## config.mk

```make
export PLATFORM = sky130hd
export DESIGN_NAME = apb_slv_mem
export DESIGN_NICKNAME = d
export VERILOG_FILES = /design/src/rtl/apb_slv_pkg.sv /design/src/rtl/apb_slv_ram.sv /design/src/rtl/apb_slv_mem.sv
export SDC_FILE = /design/constraint.sdc
export NUM_CORES = 1
export LEC_CHECK = 0
export CAP_MARGIN = 40
export CORE_ASPECT_RATIO = 0.5
export CORE_MARGIN = 3
export CORE_UTILIZATION = 50
export CTS_CLUSTER_SIZE = 25
export DETAILED_ROUTE_END_ITERATION = 12
export GPL_ROUTABILITY_DRIVEN = 0
export GPL_TIMING_DRIVEN = 1
export PLACE_DENSITY = 0.68
export SKIP_CTS_REPAIR_TIMING = 1
export SYNTH_ARGS = -nofsm -noshare
export SYNTH_HDL_FRONTEND = slang
export SYNTH_SLANG_ARGS = --single-unit
```

## constraint.sdc

```tcl
create_clock -name pclk -period 5.54 [get_ports pclk]
set_input_delay 0.554 -clock pclk [delete_from_list [all_inputs] [get_ports pclk]]
set_output_delay 0.554 -clock pclk [all_outputs]
set_load 0.1 [all_outputs]
```

## src/rtl/apb_slv_pkg.sv

```systemverilog
// Shared types and constants for the APB slave memory: FSM states, pprot bit
// positions and the strobe-width helper.
package apb_slv_pkg;

    typedef enum logic {
        ST_IDLE   = 1'b0,
        ST_ACCESS = 1'b1
    } apb_state_e;

    localparam int PPROT_PRIV_BIT   = 0;
    localparam int PPROT_SECURE_BIT = 1;
    localparam int PPROT_INSTR_BIT  = 2;

    function automatic int strb_width(input int data_width);
        return data_width / 8;
    endfunction

endpackage

```

## src/rtl/apb_slv_ram.sv

```systemverilog
// DEPTH x DATA_WIDTH storage with per-byte write enables and asynchronous read.
module apb_slv_ram
    import apb_slv_pkg::*;
#(
    parameter  int DATA_WIDTH = 32,
    parameter  int DEPTH      = 16,
    localparam int IDX_W      = $clog2(DEPTH),
    localparam int STRB_W     = strb_width(DATA_WIDTH)
) (
    input  logic                  i_clk,
    input  logic                  i_we,
    input  logic [IDX_W-1:0]      i_idx,
    input  logic [DATA_WIDTH-1:0] i_wdata,
    input  logic [STRB_W-1:0]     i_strb,
    output logic [DATA_WIDTH-1:0] o_rdata
);

    logic [DATA_WIDTH-1:0] r_mem [DEPTH];

    // NOTE: the array has no reset branch on purpose; resetting storage would
    // cost a clear path per bit and contents must survive presetn anyway.
    always_ff @(posedge i_clk) begin
        if (i_we) begin
            for (int b = 0; b < STRB_W; b++) begin
                if (i_strb[b]) begin
                    r_mem[i_idx][b*8 +: 8] <= i_wdata[b*8 +: 8];
                end
            end
        end
    end

    assign o_rdata = r_mem[i_idx];

endmodule

```

## src/rtl/apb_slv_mem.sv

```systemverilog
// APB slave with a byte-strobed word memory and programmable wait states.
// Optional privileged-region check enabled by defining APB_SLV_PROT_CHK_EN.
module apb_slv_mem
    import apb_slv_pkg::*;
#(
    parameter int                    ADDR_WIDTH  = 32,
    parameter int                    DATA_WIDTH  = 32,
    parameter int                    DEPTH       = 16,
    parameter int                    WAIT_STATES = 0,
    parameter logic [ADDR_WIDTH-1:0] PROT_BASE   = '0
) (
    input  logic                             pclk,
    input  logic                             presetn,
    input  logic                             psel,
    input  logic                             penable,
    input  logic                             pwrite,
    input  logic [ADDR_WIDTH-1:0]            paddr,
    input  logic [DATA_WIDTH-1:0]            pwdata,
    input  logic [strb_width(DATA_WIDTH)-1:0] pstrb,
    input  logic [2:0]                       pprot,
    output logic [DATA_WIDTH-1:0]            prdata,
    output logic                             pready,
    output logic                             pslverr
);

    localparam int STRB_W = strb_width(DATA_WIDTH);
    localparam int OFF_W  = $clog2(STRB_W);
    localparam int IDX_W  = $clog2(DEPTH);
    localparam int WCNT_W = (WAIT_STATES > 0) ? $clog2(WAIT_STATES + 1) : 1;
    localparam logic [ADDR_WIDTH:0] MEM_BYTES = (ADDR_WIDTH+1)'(DEPTH * STRB_W);

    apb_state_e            r_state;
    apb_state_e            w_state_nxt;
    logic [ADDR_WIDTH-1:0] r_addr;
    logic                  r_write;
    logic [DATA_WIDTH-1:0] r_wdata;
    logic [STRB_W-1:0]     r_strb;
    logic                  r_priv;
    logic [WCNT_W-1:0]     r_wcnt;

    logic                  w_setup;
    logic                  w_done;
    logic                  w_oor;
    logic                  w_prot_err;
    logic                  w_err;
    logic                  w_we;
    logic                  w_unused;
    logic [DATA_WIDTH-1:0] w_rdata;

    assign w_setup = (r_state == ST_IDLE) && psel && !penable;
    // pready is gated by psel so an abandoned access never signals completion.
    assign pready  = (r_state == ST_ACCESS) && psel && (r_wcnt == '0);
    assign w_done  = pready && penable;
    assign w_oor   = {1'b0, r_addr} >= MEM_BYTES;

`ifdef APB_SLV_PROT_CHK_EN
    assign w_prot_err = (r_addr >= PROT_BASE) && !r_priv;
    assign w_unused   = ^pprot[2:1];
`else
    assign w_prot_err = 1'b0;
    assign w_unused   = ^{pprot[2:1], r_priv, PROT_BASE};
`endif

    assign w_err   = w_oor || w_prot_err;
    assign w_we    = w_done && r_write && !w_err;
    assign pslverr = pready && w_err;
    assign prdata  = (pready && !r_write && !w_err) ? w_rdata : '0;

    // NOTE: sequential state uses non-blocking assignments so every flop
    // samples pre-edge values regardless of process evaluation order.
    always_ff @(posedge pclk or negedge presetn) begin
        if (!presetn) begin
            r_state <= ST_IDLE;
        end else begin
            r_state <= w_state_nxt;
        end
    end

    // NOTE: the default assignment up front keeps this block free of latches.
    always_comb begin
        w_state_nxt = r_state;
        case (r_state)
            ST_IDLE:   if (w_setup)           w_state_nxt = ST_ACCESS;
            ST_ACCESS: if (!psel || w_done)   w_state_nxt = ST_IDLE;
            default:                          w_state_nxt = ST_IDLE;
        endcase
    end

    always_ff @(posedge pclk or negedge presetn) begin
        if (!presetn) begin
            r_addr  <= '0;
            r_write <= 1'b0;
            r_wdata <= '0;
            r_strb  <= '0;
            r_priv  <= 1'b0;
            r_wcnt  <= '0;
        end else if (w_setup) begin
            r_addr  <= paddr;
            r_write <= pwrite;
            r_wdata <= pwdata;
            r_strb  <= pstrb;
            r_priv  <= pprot[PPROT_PRIV_BIT];
            r_wcnt  <= WCNT_W'(WAIT_STATES);
        end else if ((r_state == ST_ACCESS) && (r_wcnt != '0)) begin
            r_wcnt  <= r_wcnt - WCNT_W'(1);
        end
    end

    apb_slv_ram #(
        .DATA_WIDTH (DATA_WIDTH),
        .DEPTH      (DEPTH)
    ) u_ram (
        .i_clk   (pclk),
        .i_we    (w_we),
        .i_idx   (r_addr[OFF_W +: IDX_W]),
        .i_wdata (r_wdata),
        .i_strb  (r_strb),
        .o_rdata (w_rdata)
    );

endmodule

```

==> metrics <==
status complete, no violations; Clock Skew 0.0287 ns; Die H 156 µm; largest net degree at the start of global routing 60; Leak Pwr 8.35 nW; CP arrival 3.84 ns; VDD IR max 0.224 mV; Util after Layout 0.590; Core ar. 43,800 µm²; dominant synthesized flop cell edfxtp_1; P&R area growth vs syn 15.7%; initial core utilization 0.510; die area 47,500 µm²; Vias 10,700; Num Clock Sinks 581; post-DP HPWL 29,400 µm; met2 Track Usage GR 0.304; worst setup path category flop to primary output; Post-synth top cells edfxtp_1, mux4_2, dfrtp_1, nor2_1, mux2_2; initial antenna violation count 0; Post-synth EDFFs 512; worst hold slack 0.395 ns; critical-path maximum fanout 18; Avg Inst Size Synth 21.3 µm²; Initial DRC Count 1,008; cell taking the most area after synthesis edfxtp_1; synth unique cells 29; Placed Cells 1,739; largest cells by area after synthesis edfxtp_1, mux4_2, dfrtp_1; final worst setup slack 1.14 ns; Max Buffers Root-to-Sink 3; Fmax 0.227 GHz; CTS Buf Count 49; yosys warns 0; pre-CTS setup slack 1.63 ns; Pwr Density 367 nW/µm²; CP endpoint kind primary output; GRT busiest layer met2; M3 GR Usage 0.0383; Hold Fails Final Rpt 0; top-count cell post-synth edfxtp_1; register bit total from synthesis 581; non-filler cells, final 1,833; post-DR wirelength/cell 24.7 µm; Clock Latency Late Sink 0.58 ns; max cap viols 0; Pins Over Slew Limit 0; final worst-path cycle share 0.794; DRC errors left 0; first-pass GRT wire length 68,100 µm; layout cells sized above 1 0.305; CTS tree built; First-pass DRT Iterations 5; Ports 110; gr ovfl total 0; syn nets 1,126; # setup viols final 0; Syn Std Cell Area 22,400 µm²; sequential element share of the synthesized area 0.765; RSZ-0062 raised after global routing no; Total Routed Length 45,200 µm; Synth async-reset ratio 0.119; vias per cell 5.85; CP Launch Type flop; setup TNS 0 ns; final instance area 25,900 µm²; Synth top area share 0.688; Site Rows 54; Tmin final 4.40 ns; clock slew at reported path FFs 0.07 ns; Placed Area 24,300 µm²; Final nets 1,281; synthesized instance count 1,050; vias in the first global route 11,200; HP Class primary input to async pin; Port Buf Inserts 104; worst slew pin tran 0.933 ns; GRT Overall Usage 0.192; Antenna Nets Post-Route 0; met1 Use GR 0.281; max_slew headroom 0.376; H-tree Lvls 2; Overall Power 9.50 mW; n_diodes 0; Root Driver clkbuf_16; die width 305 µm; Req. time, crit path 4.99 ns
[path summary, 6_finish.rpt]
check	cells after the start	endpoint	startpoint	slack, ns
max	6	prdata[10]	r_addr[13]$_DFFE_PN0P_	1.14
min	2	r_wdata[13]$_DFFE_PN0P_	presetn	0.39
max reg2reg	4	u_ram.r_mem[7][18]$_DFFE_PP_	r_addr[2]$_DFFE_PN0P_	2.44
min reg2reg	1	r_addr[21]$_DFFE_PN0P_	r_addr[21]$_DFFE_PN0P_	0.51
max in group asynchronous	3	r_addr[14]$_DFFE_PN0P_	presetn	3.97
min in group pclk	1	r_addr[21]$_DFFE_PN0P_	r_addr[21]$_DFFE_PN0P_	0.51
[critical path, cell delays in order, from the launching register on]
cell             delay [ns]
dfrtp_1                0.37
nor4_1                 0.46
and3_1                 0.56
nand3_2                0.70
a21oi_1                0.40
clkdlybuf4s50_1        0.57
buf_8                  0.20
[registers in the layout (all words and copies together), names as in the netlist]
| name | flops |
|---|---|
| r_addr | 30 |
| r_state | 1 |
| r_strb | 4 |
| r_wcnt | 1 |
| r_wdata | 32 |
| r_write | 1 |
| u_ram.r_mem | 512 |
[cells by family (layout without fill, tap and decap cells)]
logic type,after synthesis,after routing,share of synthesized area
AOI/OAI and AO/OA,98,98,0.0319
buffers and inverters,65,260,0.0157
DFF,581,581,0.765
muxes,195,195,0.163
and+or+nand+nor,111,111,0.0250
[layout by cell type (no fill, tap or decap), types with 33 or more instances in the layout]
cell type / synthesis / final
buf_4: 5 / 78
nor2_1: 69 / 68
edfxtp_1: 512 / 512
a21oi_1: 33 / 33
a22oi_1: 52 / 52
mux4_2: 128 / 128
clkbuf_16: 0 / 51
mux2_2: 67 / 67
clkdlybuf4s50_1: 0 / 77
dfrtp_1: 69 / 67
[report_power, final]
part / total, mW / internal, mW / switching, mW / leakage (nW)
registers: 5.27 / 5.01 / 0.262 / 5.42
clock network: 3.29 / 1.82 / 1.47 / 0.756
logic: 0.938 / 0.498 / 0.440 / 2.17
[per-layer routing]
layer	share of wire	vias up
met3	0.074	57
met1	0.43	5622
met2	0.48	399
met5	0	-
met4	0.016	0
li1	-	4637
[area by class of cell]
cell class                      instances  area, µm²
Clock buffer                           71       1410
Clock inverter                         20        124
Fill cell                            3066      18000
Inverter                                1       3.75
Multi-Input combinational cell        404       4930
Sequential cell                       581      17100
Tap cell                              588        736
Timing Repair Buffer                  168       1570
Power figures use the tool's default switching activity.
